**src/rtl/riscv_dbg_pkg.sv**
```systemverilog
`default_nettype none
// ============================================================================
// Module   : riscv_dbg_pkg
// Brief    : Shared types and default sizes for the register-file dump reader.
// Revision : 1.0 - initial release
// ============================================================================
package riscv_dbg_pkg;

    localparam int DEF_NUM_REGS = 32;
    localparam int DEF_ADDR_W   = 5;
    localparam int DEF_DATA_W   = 32;

    typedef enum logic [1:0] {
        ST_IDLE  = 2'd0,
        ST_FETCH = 2'd1,
        ST_SEND  = 2'd2,
        ST_DONE  = 2'd3
    } dump_state_t;

    typedef struct packed {
        logic [DEF_ADDR_W-1:0] addr;
        logic [DEF_DATA_W-1:0] data;
        logic                  last;
    } beat_t;

endpackage
`default_nettype wire

```
**src/rtl/dump_out_stage.sv**
```systemverilog
`default_nettype none
// ============================================================================
// Module   : dump_out_stage
// Brief    : Holding register for one address/data beat with valid/ready.
// Revision : 1.0 - initial release
// ============================================================================
module dump_out_stage #(
    parameter int ADDR_W = 5,
    parameter int DATA_W = 32
) (
    input  logic              clk,
    input  logic              Reset,
    input  logic              load,
    input  logic              clear,
    input  logic [ADDR_W-1:0] in_addr,
    input  logic [DATA_W-1:0] in_data,
    input  logic              in_last,
    input  logic              out_ready,
    output logic              out_valid,
    output logic [ADDR_W-1:0] out_addr,
    output logic [DATA_W-1:0] out_data,
    output logic              out_last
);

    logic              r_valid;
    logic [ADDR_W-1:0] r_addr;
    logic [DATA_W-1:0] r_data;
    logic              r_last;

    // Payload only changes on load, so it stays stable under back-pressure.
    always_ff @(posedge clk or negedge Reset) begin
        if (!Reset) begin
            r_valid <= 1'b0;
            r_addr  <= '0;
            r_data  <= '0;
            r_last  <= 1'b0;
        end else if (clear) begin
            r_valid <= 1'b0;
        end else if (load) begin
            r_valid <= 1'b1;
            r_addr  <= in_addr;
            r_data  <= in_data;
            r_last  <= in_last;
        end else if (r_valid && out_ready) begin
            r_valid <= 1'b0;
        end
    end

    assign out_valid = r_valid;
    assign out_addr  = r_addr;
    assign out_data  = r_data;
    assign out_last  = r_last;

endmodule
`default_nettype wire

```
**src/rtl/regfile_dump_reader.sv**
```systemverilog
`default_nettype none
// ============================================================================
// Module   : regfile_dump_reader
// Brief    : Walks the register-file read port and streams address/data beats.
// Revision : 1.0 - initial release
// ============================================================================
module regfile_dump_reader
    import riscv_dbg_pkg::*;
#(
    parameter int NUM_REGS = DEF_NUM_REGS,
    parameter int ADDR_W   = DEF_ADDR_W,
    parameter int DATA_W   = DEF_DATA_W
) (
    input  logic              clk,
    input  logic              Reset,
    input  logic              start,
    input  logic              single,
    input  logic [ADDR_W-1:0] sel_reg,
    input  logic              abort,
    output logic [ADDR_W-1:0] rd_addr,
    input  logic [DATA_W-1:0] rd_data,
    output logic              out_valid,
    input  logic              out_ready,
    output logic [ADDR_W-1:0] out_addr,
    output logic [DATA_W-1:0] out_data,
    output logic              out_last,
    output logic              busy,
    output logic              done
);

    localparam logic [ADDR_W-1:0] c_last_idx = ADDR_W'(NUM_REGS - 1);

    dump_state_t       r_state;
    dump_state_t       w_next_state;
    logic [ADDR_W-1:0] r_idx;
    logic [ADDR_W-1:0] r_end_idx;
    logic              w_handshake;
    logic              w_load;
    logic              w_clear;
    logic              r_busy;
    logic              r_done;

    assign w_handshake = out_valid && out_ready;

    always_ff @(posedge clk or negedge Reset) begin
        if (!Reset) begin
            r_state <= ST_IDLE;
        end else begin
            r_state <= w_next_state;
        end
    end

    always_comb begin
        w_next_state = r_state;
        w_load       = 1'b0;
        w_clear      = 1'b0;
        case (r_state)
            ST_IDLE:  if (start) w_next_state = ST_FETCH;
            ST_FETCH: begin
                w_load       = 1'b1;
                w_next_state = ST_SEND;
            end
            ST_SEND:  if (w_handshake) w_next_state = out_last ? ST_DONE : ST_FETCH;
            ST_DONE:  w_next_state = ST_IDLE;
            default:  w_next_state = ST_IDLE;
        endcase
        // Cancel wins over any pending load or handshake-driven transition.
        if (abort && (r_state != ST_IDLE)) begin
            w_next_state = ST_IDLE;
            w_load       = 1'b0;
            w_clear      = 1'b1;
        end
    end

    // The index stops at end_idx; it is never advanced past the last beat.
    always_ff @(posedge clk or negedge Reset) begin
        if (!Reset) begin
            r_idx     <= '0;
            r_end_idx <= '0;
        end else if ((r_state == ST_IDLE) && start) begin
            r_idx     <= single ? sel_reg : '0;
            r_end_idx <= single ? sel_reg : c_last_idx;
        end else if ((r_state == ST_SEND) && w_handshake && !out_last && !abort) begin
            r_idx     <= r_idx + 1'b1;
        end
    end

    always_ff @(posedge clk or negedge Reset) begin
        if (!Reset) begin
            r_busy <= 1'b0;
            r_done <= 1'b0;
        end else begin
            r_busy <= (w_next_state != ST_IDLE);
            r_done <= (w_next_state == ST_DONE);
        end
    end

    assign rd_addr = r_idx;
    assign busy    = r_busy;
    assign done    = r_done;

    dump_out_stage #(
        .ADDR_W (ADDR_W),
        .DATA_W (DATA_W)
    ) u_out_stage (
        .clk       (clk),
        .Reset     (Reset),
        .load      (w_load),
        .clear     (w_clear),
        .in_addr   (r_idx),
        .in_data   (rd_data),
        .in_last   (r_idx == r_end_idx),
        .out_ready (out_ready),
        .out_valid (out_valid),
        .out_addr  (out_addr),
        .out_data  (out_data),
        .out_last  (out_last)
    );

endmodule
`default_nettype wire

```
**config.mk**
```make
export PLATFORM = sky130hd
export DESIGN_NAME = regfile_dump_reader
export DESIGN_NICKNAME = d
export VERILOG_FILES = /design/src/rtl/riscv_dbg_pkg.sv /design/src/rtl/dump_out_stage.sv /design/src/rtl/regfile_dump_reader.sv
export SDC_FILE = /design/constraint.sdc
export NUM_CORES = 1
export LEC_CHECK = 0
export BUFFER_PORTS_ARGS = -buffer_cell sky130_fd_sc_hd__buf_2
export CAP_MARGIN = 20
export CELL_PAD_IN_SITES_DETAIL_PLACEMENT = 1
export CELL_PAD_IN_SITES_GLOBAL_PLACEMENT = 1
export CORE_MARGIN = 2
export CORE_UTILIZATION = 40
export CTS_BUF_LIST = sky130_fd_sc_hd__clkbuf_16
export DETAILED_ROUTE_END_ITERATION = 16
export GPL_TIMING_DRIVEN = 0
export HOLD_SLACK_MARGIN = 0.15
export MAX_ROUTING_LAYER = met4
export PLACE_DENSITY_LB_ADDON = 0.1
export SETUP_SLACK_MARGIN = 0.05
export SLEW_MARGIN = 5
export SYNTH_ARGS = -nofsm -noshare
export SYNTH_HDL_FRONTEND = slang
export SYNTH_SLANG_ARGS = --single-unit
```
**constraint.sdc**
```tcl
create_clock -name clk -period 2.8 [get_ports clk]
set_input_delay 0.56 -clock clk [delete_from_list [all_inputs] [get_ports clk]]
set_output_delay 0.56 -clock clk [all_outputs]
set_load 0.05 [all_outputs]
```
# ---- Word level (Yosys, flattened, before mapping)
# Cells that the tools add are included.
dict set report totals {
  register_bits 53
  inputBits 43
  out_inout_bits 46
  elab_cells 45
}
dict set report classes {
  addsub 1
  eq_ne 5
  mux 15
  bitwise 1
  n_reduce_logical 14
}
# operator n
set op_table {}
lappend op_table {{two-way mux 5 bit} 4}
lappend op_table {{two-way mux 2 bit} 4}
lappend op_table {{case mux 2 bit (4 select lines)} 1}
lappend op_table {{== test 2 bit (second input constant)} 3}
lappend op_table {{logical AND 1 bit} 6}
lappend op_table {{two-way mux 1 bit} 6}
lappend op_table {{nonzero test 2 bit} 3}
lappend op_table {{adder 5 x 1 -> 5 bit (second input constant)} 1}
lappend op_table {{== test 5 bit} 1}
lappend op_table {{nonzero test 3 bit} 1}
lappend op_table {{== test 2 x 1 -> 1 bit (second input constant)} 1}
lappend op_table {{zero test 1 bit} 2}
lappend op_table {{zero test 2 bit} 1}
lappend op_table {{AND reduction 2 bit} 1}
lappend op_table {{NOT 1 bit} 1}

# ---- Longest topological paths before layout
# Gate-level depths: netlist of run 1.
dict set report logic_depth {
  depth_word 6
  ltp_mapped 6
  depth_no_buf 4
}

# ---- By module
# A second synthesis of run 1 with hierarchy kept.
dict set report unflattened {
  hier_cells 160
  area_unflattened_um2 2368.5
}
# mod n_inst cells_per_inst area_per_inst_um2
set modules_own_cells {}
lappend modules_own_cells {dump_out_stage 1 85 1566.5}
lappend modules_own_cells {regfile_dump_reader 1 75 802.0}

# ---- Worst setup path before layout of run 1
# No wires, ideal clock.
dict set report synth_path {
  path_type {register to register}
  start {register r_idx[0] (netlist: rd_addr[0])}
  end {register r_idx[4] (netlist: rd_addr[4])}
  setup_ps 82
  arrival_time_ps 1681
  slack_ps 1038
  stages_incl_launch_ff 5
  cell_sequence {dfrtp_1 > ha_1 > nand4bb_1 > or4_1 > a31oi_1}
}
dict set report synth_via {
  elab_chain_len 3
}
# element line
set synth_rtl {}
lappend synth_rtl {{start: declaration} regfile_dump_reader.sv:35} ;# logic [ADDR_W-1:0] r_idx;
lappend synth_rtl {{start signal: assignment} regfile_dump_reader.sv:81} ;# r_idx <= single ? sel_reg : '0;
lappend synth_rtl {{start signal: assignment} regfile_dump_reader.sv:84} ;# r_idx <= r_idx + 1'b1;
lappend synth_rtl {{adder 5 x 1 -> 5 bit} regfile_dump_reader.sv:84}
lappend synth_rtl {{two-way mux 5 bit} regfile_dump_reader.sv:83} ;# end else if ((r_state == ST_SEND) && w_handshake && !out_last && !abort) begin
lappend synth_rtl {{two-way mux 5 bit} regfile_dump_reader.sv:80} ;# end else if ((r_state == ST_IDLE) && start) begin
# No other way between the ends. The select of a mux whose other input is x is not followed.
# A chain may end at the register's enable or synchronous reset.

# ---- Worst setup path in the final report of run 1
dict set report layout_path {
  start {register r_state[1]}
  end {register u_out_stage.r_data[27] (netlist: u_out_stage.out_data[27])}
}
dict set report layout_via {
  elab_chain_len 5
  elab_cells_between_ends 8
  classes_between {eq/ne: 1; mux: 3; bitwise: 1; reduce/logical: 3}
}
# element line
set layout_rtl {}
lappend layout_rtl {{start: declaration} regfile_dump_reader.sv:33} ;# dump_state_t r_state;
lappend layout_rtl {{start signal: assignment} regfile_dump_reader.sv:49} ;# r_state <= w_next_state;
lappend layout_rtl {{branches (longest 4 deep; another with == test 2 x 1 -> 1 bit)} -}
lappend layout_rtl {{AND reduction 2 bit (no source line) *} -}
lappend layout_rtl {{end signal: assignment} dump_out_stage.sv:42} ;# r_data <= in_data;
lappend layout_rtl {{end: declaration} dump_out_stage.sv:27} ;# logic [DATA_W-1:0] r_data;
# Every way passes the cells marked *.

==> flow_metrics.env, run 1 <==
export IMPL_outcome="complete, no violations"
export IMPL_min_path_type="in2async"
export IMPL_routabilityCongestion=0.779
export IMPL_syn_inst=168
export IMPL_cts_buffers_inserted=5
export IMPL_arrival_ns=2.04
export IMPL_worst_setup_path_type="reg2reg"
export IMPL_stdcell_count=336
export IMPL_cts_tree="built"
export IMPL_critPathRequiredTime_ns=2.97
export IMPL_path_buf_inv=3
export IMPL_start_kind="flip-flop"
export IMPL_finalHoldWorstSlack_ns=0.260
export IMPL_rows=27
export IMPL_cap_violations=0
export IMPL_final_nets=307
export IMPL_rsz0062_at_grt="false"
export IMPL_yosysWarningCount=0
export IMPL_path_common_cell="buf_4"
export IMPL_synth_cell_types=30
export IMPL_syn_to_final_growth_pct=31.1
export IMPL_ys_flop_type="dfrtp_1"
export IMPL_regArea_um2=1330
export IMPL_relSlewSlack=0.631
export IMPL_cp_cell_sequence="buf_4 > nor3b_1 > buf_2 > buf_4 > mux2_1"
export IMPL_leakage_nw=1.40
export IMPL_first_global_vias=1715
export IMPL_setup_tns_ns=0
export IMPL_cts_root_buffer="clkbuf_16"
export IMPL_fmax_mhz=533
export IMPL_antenna_found_initial=0
export IMPL_core_region_area_um2=5410
export IMPL_via_per_inst=4.89
export IMPL_endpoint_kind="flip-flop"
export IMPL_max_stage_delay_ns=0.36
export IMPL_dpl_cell_count=328
export IMPL_power_w=0.00319
export IMPL_post_dp_hpwl_mm=3.68
export IMPL_setup_violations=0
export IMPL_postCtsHoldBufs=0
export IMPL_fillers=625
export IMPL_drc=0
export IMPL_worstMarginPinSlew_ns=0.553
export IMPL_grt_ovfl_total=0
export IMPL_ys_seq_area_frac=0.602
export IMPL_final_hold_violation_count=0
export IMPL_crit_family="buffers and inverters"
export IMPL_layout_drive_gt1_share=0.379
export IMPL_ctsResizeCount=0
export IMPL_fin_crit_ns=1.88
export IMPL_ant_nets=0
export IMPL_clk_pin_slew_ns=0.06
export IMPL_synth_edf_count=0
export IMPL_synth_area_um2=2200
export IMPL_cts_sinks=53
export IMPL_critPathMaxFanout=10
export IMPL_ys_seq_elements=53
export IMPL_grt_max_degree=31
export IMPL_ctsHtreeMaxLevel=2
export IMPL_port_buffers=87
export IMPL_layout_commonest_cell="buf_2"
export IMPL_post_cts_buffers=0
export IMPL_drt_total_wl_mm=4.76
export IMPL_async_flop_share=1.00
export IMPL_io_pin_count=89
export IMPL_multiInputGateArea_um2=800
export IMPL_via_count=1643
export IMPL_firstDrtPassIters=4
export IMPL_n_antenna_cell=0
export IMPL_dieArea_um2=6120
export IMPL_cp_slowest_cell="dfrtp_1"
export IMPL_finClkSkew_ns=0.00389
export IMPL_cts_max_path_buffers=2
export IMPL_initial_core_util=0.408
export IMPL_wire_per_inst_um=14.2
export IMPL_syn_num_nets=212
export IMPL_die_y_um=78.2
export IMPL_vdd_drop_max_v=0.000476
export IMPL_first_iter_violations=41
export IMPL_grt_pass1_wl_mm=8.27
export IMPL_clk_latency_ns=0.28
export IMPL_postSynthAreaPerCell_um2=13.1
export IMPL_power_density_nw_per_um2=1100
export IMPL_fp_dieW_um=78.2
export IMPL_layout_common_cells="90 x buf_2, 53 x dfrtp_1, 37 x mux2_1"
export IMPL_grt_total_usage=0.175
export IMPL_period_share=0.671
export IMPL_drv_slew=0
cells in the mapped netlist, types with 2 or more instances:
library cell,instances,area [um2]
dfrtp_1,53,1330
mux2_1,37,417
inv_1,9,33.8
a31oi_1,8,50.1
nand3_1,8,40.0
nor2_1,7,26.3
a21oi_1,5,25.0
xnor2_1,5,43.8
or4_1,4,30.0
buf_2,3,15.0
clkbuf_1,3,11.3
o21ai_0,3,15.0
buf_4,2,15.0
nor2b_1,2,12.5
nor3b_1,2,15.0
o211ai_1,2,15.0
o31ai_1,2,15.0
power breakdown:
group / internal, W / switching [W] / total [W] / leakage [nW]
registers: 0.00101 / 0.000140 / 0.00115 / 0.628
clock network: 0.000325 / 0.000252 / 0.000577 / 0.0724
logic: 0.000362 / 0.00110 / 0.00146 / 0.697
total: 0.00170 / 0.00149 / 0.00319 / 1.40
registers in the layout, indices dropped and copies added (netlist names):
register,count
busy,1
done,1
r_end_idx,5
r_state,2
rd_addr,5
u_out_stage.out_addr,5
u_out_stage.out_data,32
u_out_stage.out_last,1
u_out_stage.out_valid,1
area by class of cell:
cell class                      count  share of cell area
Buffer                              9              0.0156
Inverter                            9              0.0117
Sequential cell                    53               0.459
Clock inverter                      3             0.00519
Clock buffer                        5              0.0433
Timing Repair Buffer               88               0.158
Tap cell                           72              0.0312
Multi-Input combinational cell     97               0.277
metrics by stage:
stage	worst slack (ns)	cell area, um2	util
after global routing	0.746	2890	0.535
after detailed placement	0.647	2750	0.509
after CTS	0.864	2890	0.535
after global placement	0.659	2730	0.505
after floorplan	1.04	2200	-
final	0.923	2890	0.535
worst register-to-register path, delay by kind of cell, from the launching register on:
family	cells	cell delay [ns]
muxes	1	0.34
DFF	1	0.36
buffers and inverters	3	0.73
and+or+nand+nor	1	0.34
worst paths after layout:
kind	slack (ns)	to	cells past startpoint	startpoint
setup / recovery	0.92	u_out_stage.out_data[27]	5	r_state[1]
hold reg to reg	0.48	u_out_stage.out_data[21]	1	u_out_stage.out_data[21]
hold / removal	0.26	done	1	Reset
max in group asynchronous	2.00	u_out_stage.out_data[9]	2	Reset
setup reg to reg	0.92	u_out_stage.out_data[27]	5	r_state[1]
min in group clk	0.48	u_out_stage.out_data[21]	1	u_out_stage.out_data[21]
logic make-up (layout without fill, tap and decap cells):
group,Yosys count,after routing,share of synthesized area
flops,53,53,0.602
mux,37,37,0.189
simple gates,32,32,0.0874
compound gates,22,22,0.0607
buf+inv,18,114,0.0357
xor+xnor,5,5,0.0199
fa+ha+maj,1,1,0.00567
metal layers:
metal / up-vias / wire, um / track usage
met5: - / 0 / -
met4: 0 / 54 / 0.0544
met3: 6 / 260 / 0.0425
met2: 50 / 2360 / 0.273
met1: 801 / 2090 / 0.229
li1: 786 / - / -
Note: power is estimated with default switching activity, not from simulation.
==> run 2: changes to the inputs <==
--- a/config.mk
+++ b/config.mk
@@ -10,7 +10,7 @@
 export CELL_PAD_IN_SITES_DETAIL_PLACEMENT = 1
 export CELL_PAD_IN_SITES_GLOBAL_PLACEMENT = 1
 export CORE_MARGIN = 2
-export CORE_UTILIZATION = 40
+export CORE_UTILIZATION = 37
 export CTS_BUF_LIST = sky130_fd_sc_hd__clkbuf_16
 export DETAILED_ROUTE_END_ITERATION = 16
 export GPL_TIMING_DRIVEN = 0
==> constraint.sdc (replaced) <==
create_clock -name clk -period 1.86 [get_ports clk]
set_input_delay 0.372 -clock clk [delete_from_list [all_inputs] [get_ports clk]]
set_output_delay 0.372 -clock clk [all_outputs]
set_load 0.05 [all_outputs]
==> flow_metrics.env, run 2 (synthesis gave the netlist of run 1 again) <==
export IMPL_drt_total_wl_mm=4.91
export IMPL_critPathMaxFanout=10
export IMPL_grt_max_degree=31
export IMPL_r2r_setup_slack_ns=0.17
export IMPL_post_cts_buffers=0
export IMPL_die_y_um=81.2
export IMPL_multiInputGateArea_um2=810
export IMPL_design_area_um2=2970
export IMPL_worstMarginPinSlew_ns=0.558
export IMPL_n_antenna_cell=0
export IMPL_vdd_drop_max_v=0.000666
export IMPL_initial_core_util=0.377
export IMPL_fin_crit_ns=1.69
export IMPL_placed_area_um2=2750
export IMPL_ctsHtreeMaxLevel=2
export IMPL_rr_endpoint="u_out_stage.out_data[23]"
export IMPL_layout_commonest_cell="buf_2"
export IMPL_clk_latency_ns=0.29
export IMPL_setup_tns_ns=0
export IMPL_firstDrtPassIters=4
export IMPL_period_share=0.909
export IMPL_grt_ovfl_total=0
export IMPL_cp_slowest_cell="dfrtp_1"
export IMPL_first_global_vias=1629
export IMPL_worstReg2RegStart="r_state[0]"
export IMPL_via_count=1654
export IMPL_finClkSkew_ns=0.00616
export IMPL_post_dp_hpwl_mm=3.85
export IMPL_power_density_nw_per_um2=1720
export IMPL_min_to="u_out_stage.out_data[30]"
export IMPL_worst_setup_path_type="reg2reg"
export IMPL_ant_nets=0
export IMPL_via_per_inst=4.86
export IMPL_cts_max_path_buffers=2
export IMPL_arrival_ns=1.85
export IMPL_r2r_cells=4
export IMPL_wire_per_inst_um=14.5
export IMPL_layout_common_cells="89 x buf_2, 53 x dfrtp_1, 37 x mux2_1"
export IMPL_finalHoldWorstSlack_ns=0.302
export IMPL_layout_drive_gt1_share=0.392
export IMPL_syn_to_final_growth_pct=34.6
export IMPL_rsz0062_at_grt="false"
export IMPL_routabilityCongestion=0.763
export IMPL_final_nets=308
export IMPL_critPathRequiredTime_ns=2.02
export IMPL_cts_tree="built"
export IMPL_setup_violations=0
export IMPL_grt_pass1_wl_mm=7.61
export IMPL_hold_depth=2
export IMPL_min_path_type="in2reg"
export IMPL_rows=28
export IMPL_regArea_um2=1330
export IMPL_drv_slew=0
export IMPL_max_stage_delay_ns=0.49
export IMPL_start_kind="flip-flop"
export IMPL_outcome="complete, no violations"
export IMPL_grt_total_usage=0.157
export IMPL_dieArea_um2=6590
export IMPL_drc=0
export IMPL_first_iter_violations=47
export IMPL_io_pin_count=89
export IMPL_cts_root_buffer="clkbuf_16"
export IMPL_largest_reg_flops=32
export IMPL_port_buffers=87
export IMPL_cp_cell_sequence="nor3b_2 > buf_4 > buf_4 > mux2_1"
export IMPL_cts_sinks=53
export IMPL_relSlewSlack=0.628
export IMPL_min_delay_start="rd_data[30]"
export IMPL_fmax_mhz=591
export IMPL_cts_buffers_inserted=5
export IMPL_antenna_found_initial=0
export IMPL_path_common_cell="buf_4"
export IMPL_clk_pin_slew_ns=0.06
export IMPL_endpoint_kind="flip-flop"
export IMPL_leakage_nw=1.43
export IMPL_core_region_area_um2=5850
export IMPL_fp_dieW_um=81.2
export IMPL_cap_violations=0
export IMPL_final_hold_violation_count=0
export IMPL_fillers=653
-- run 2: cell count changes in the layout (fill, tap and decap cells not counted), sizes merged --
cell and delta:
clkinvlp -1, inv -2, bufinv +2, dlygate4sd3 +1, clkinv +1
-- run 2: layout make-up --
cell class	instances	area share
multi-input combinational	97	0.273
timing repair buffer	89	0.157
tap	75	0.0316
sequential	53	0.447
clock inverter	3	0.0219
inverter	9	0.0114
buffer	9	0.0160
clock buffer	5	0.0422
-- run 2: through the flow --
| step | instances | setup WS [ns] | util | total power [W] |
|---|---|---|---|---|
| finish | 340 | 0.169 | 0.507 | 0.00511 |
| global route | 340 | 0.0578 | 0.507 | 0.00537 |
| CTS | 340 | 0.0890 | 0.506 | 0.00519 |
| detailed placement | 331 | -0.0532 | 0.471 | 0.00400 |
| global placement | 330 | -0.0427 | 0.467 | 0.00394 |
| floorplan | 168 | 0.0975 | - | 0.00340 |
-- run 2: power by group --
group          leakage (nW)  switching (W)  internal, W  total (W)
combinational         0.706        0.00166     0.000550    0.00221
clock                0.0938       0.000390     0.000768    0.00116
sequential            0.628       0.000211      0.00153    0.00174
-- run 2: worst max-delay path, delay by kind of cell (launching register included) --
family,cells,cell delay [ns]
flops,1,0.49
buf+inv,2,0.44
mux,1,0.34
simple gates,1,0.29
-- run 2: layer usage --
metal | track usage | routed length, um | vias up
li1 | - | - | 788
met1 | 0.201 | 2180 | 811
met2 | 0.245 | 2360 | 53
met3 | 0.0433 | 351 | 2
met4 | 0.0458 | 18 | 0
met5 | - | 0 | -
-- run 2: worst max-delay path by stage --
stage,startpoint,endpoint,slack (ns),depth (start not counted)
global placement,abort,u_out_stage.out_data[26],-0.04,5
detailed placement,abort,u_out_stage.out_data[23],-0.05,5
floorplan,rd_addr[0],rd_addr[4],0.1,4
finish,r_state[0],u_out_stage.out_data[23],0.17,4
CTS,r_state[1],rd_addr[1],0.09,5
global route,r_state[0],u_out_stage.out_data[29],0.06,4
-- run 2: timing repair --
action / CTS / global route
endpoints found under the setup margin: 8 / 7
hold buffers: 1 / 0
hold endpoints to repair: 23 / 0
resized for setup: 2 / 1
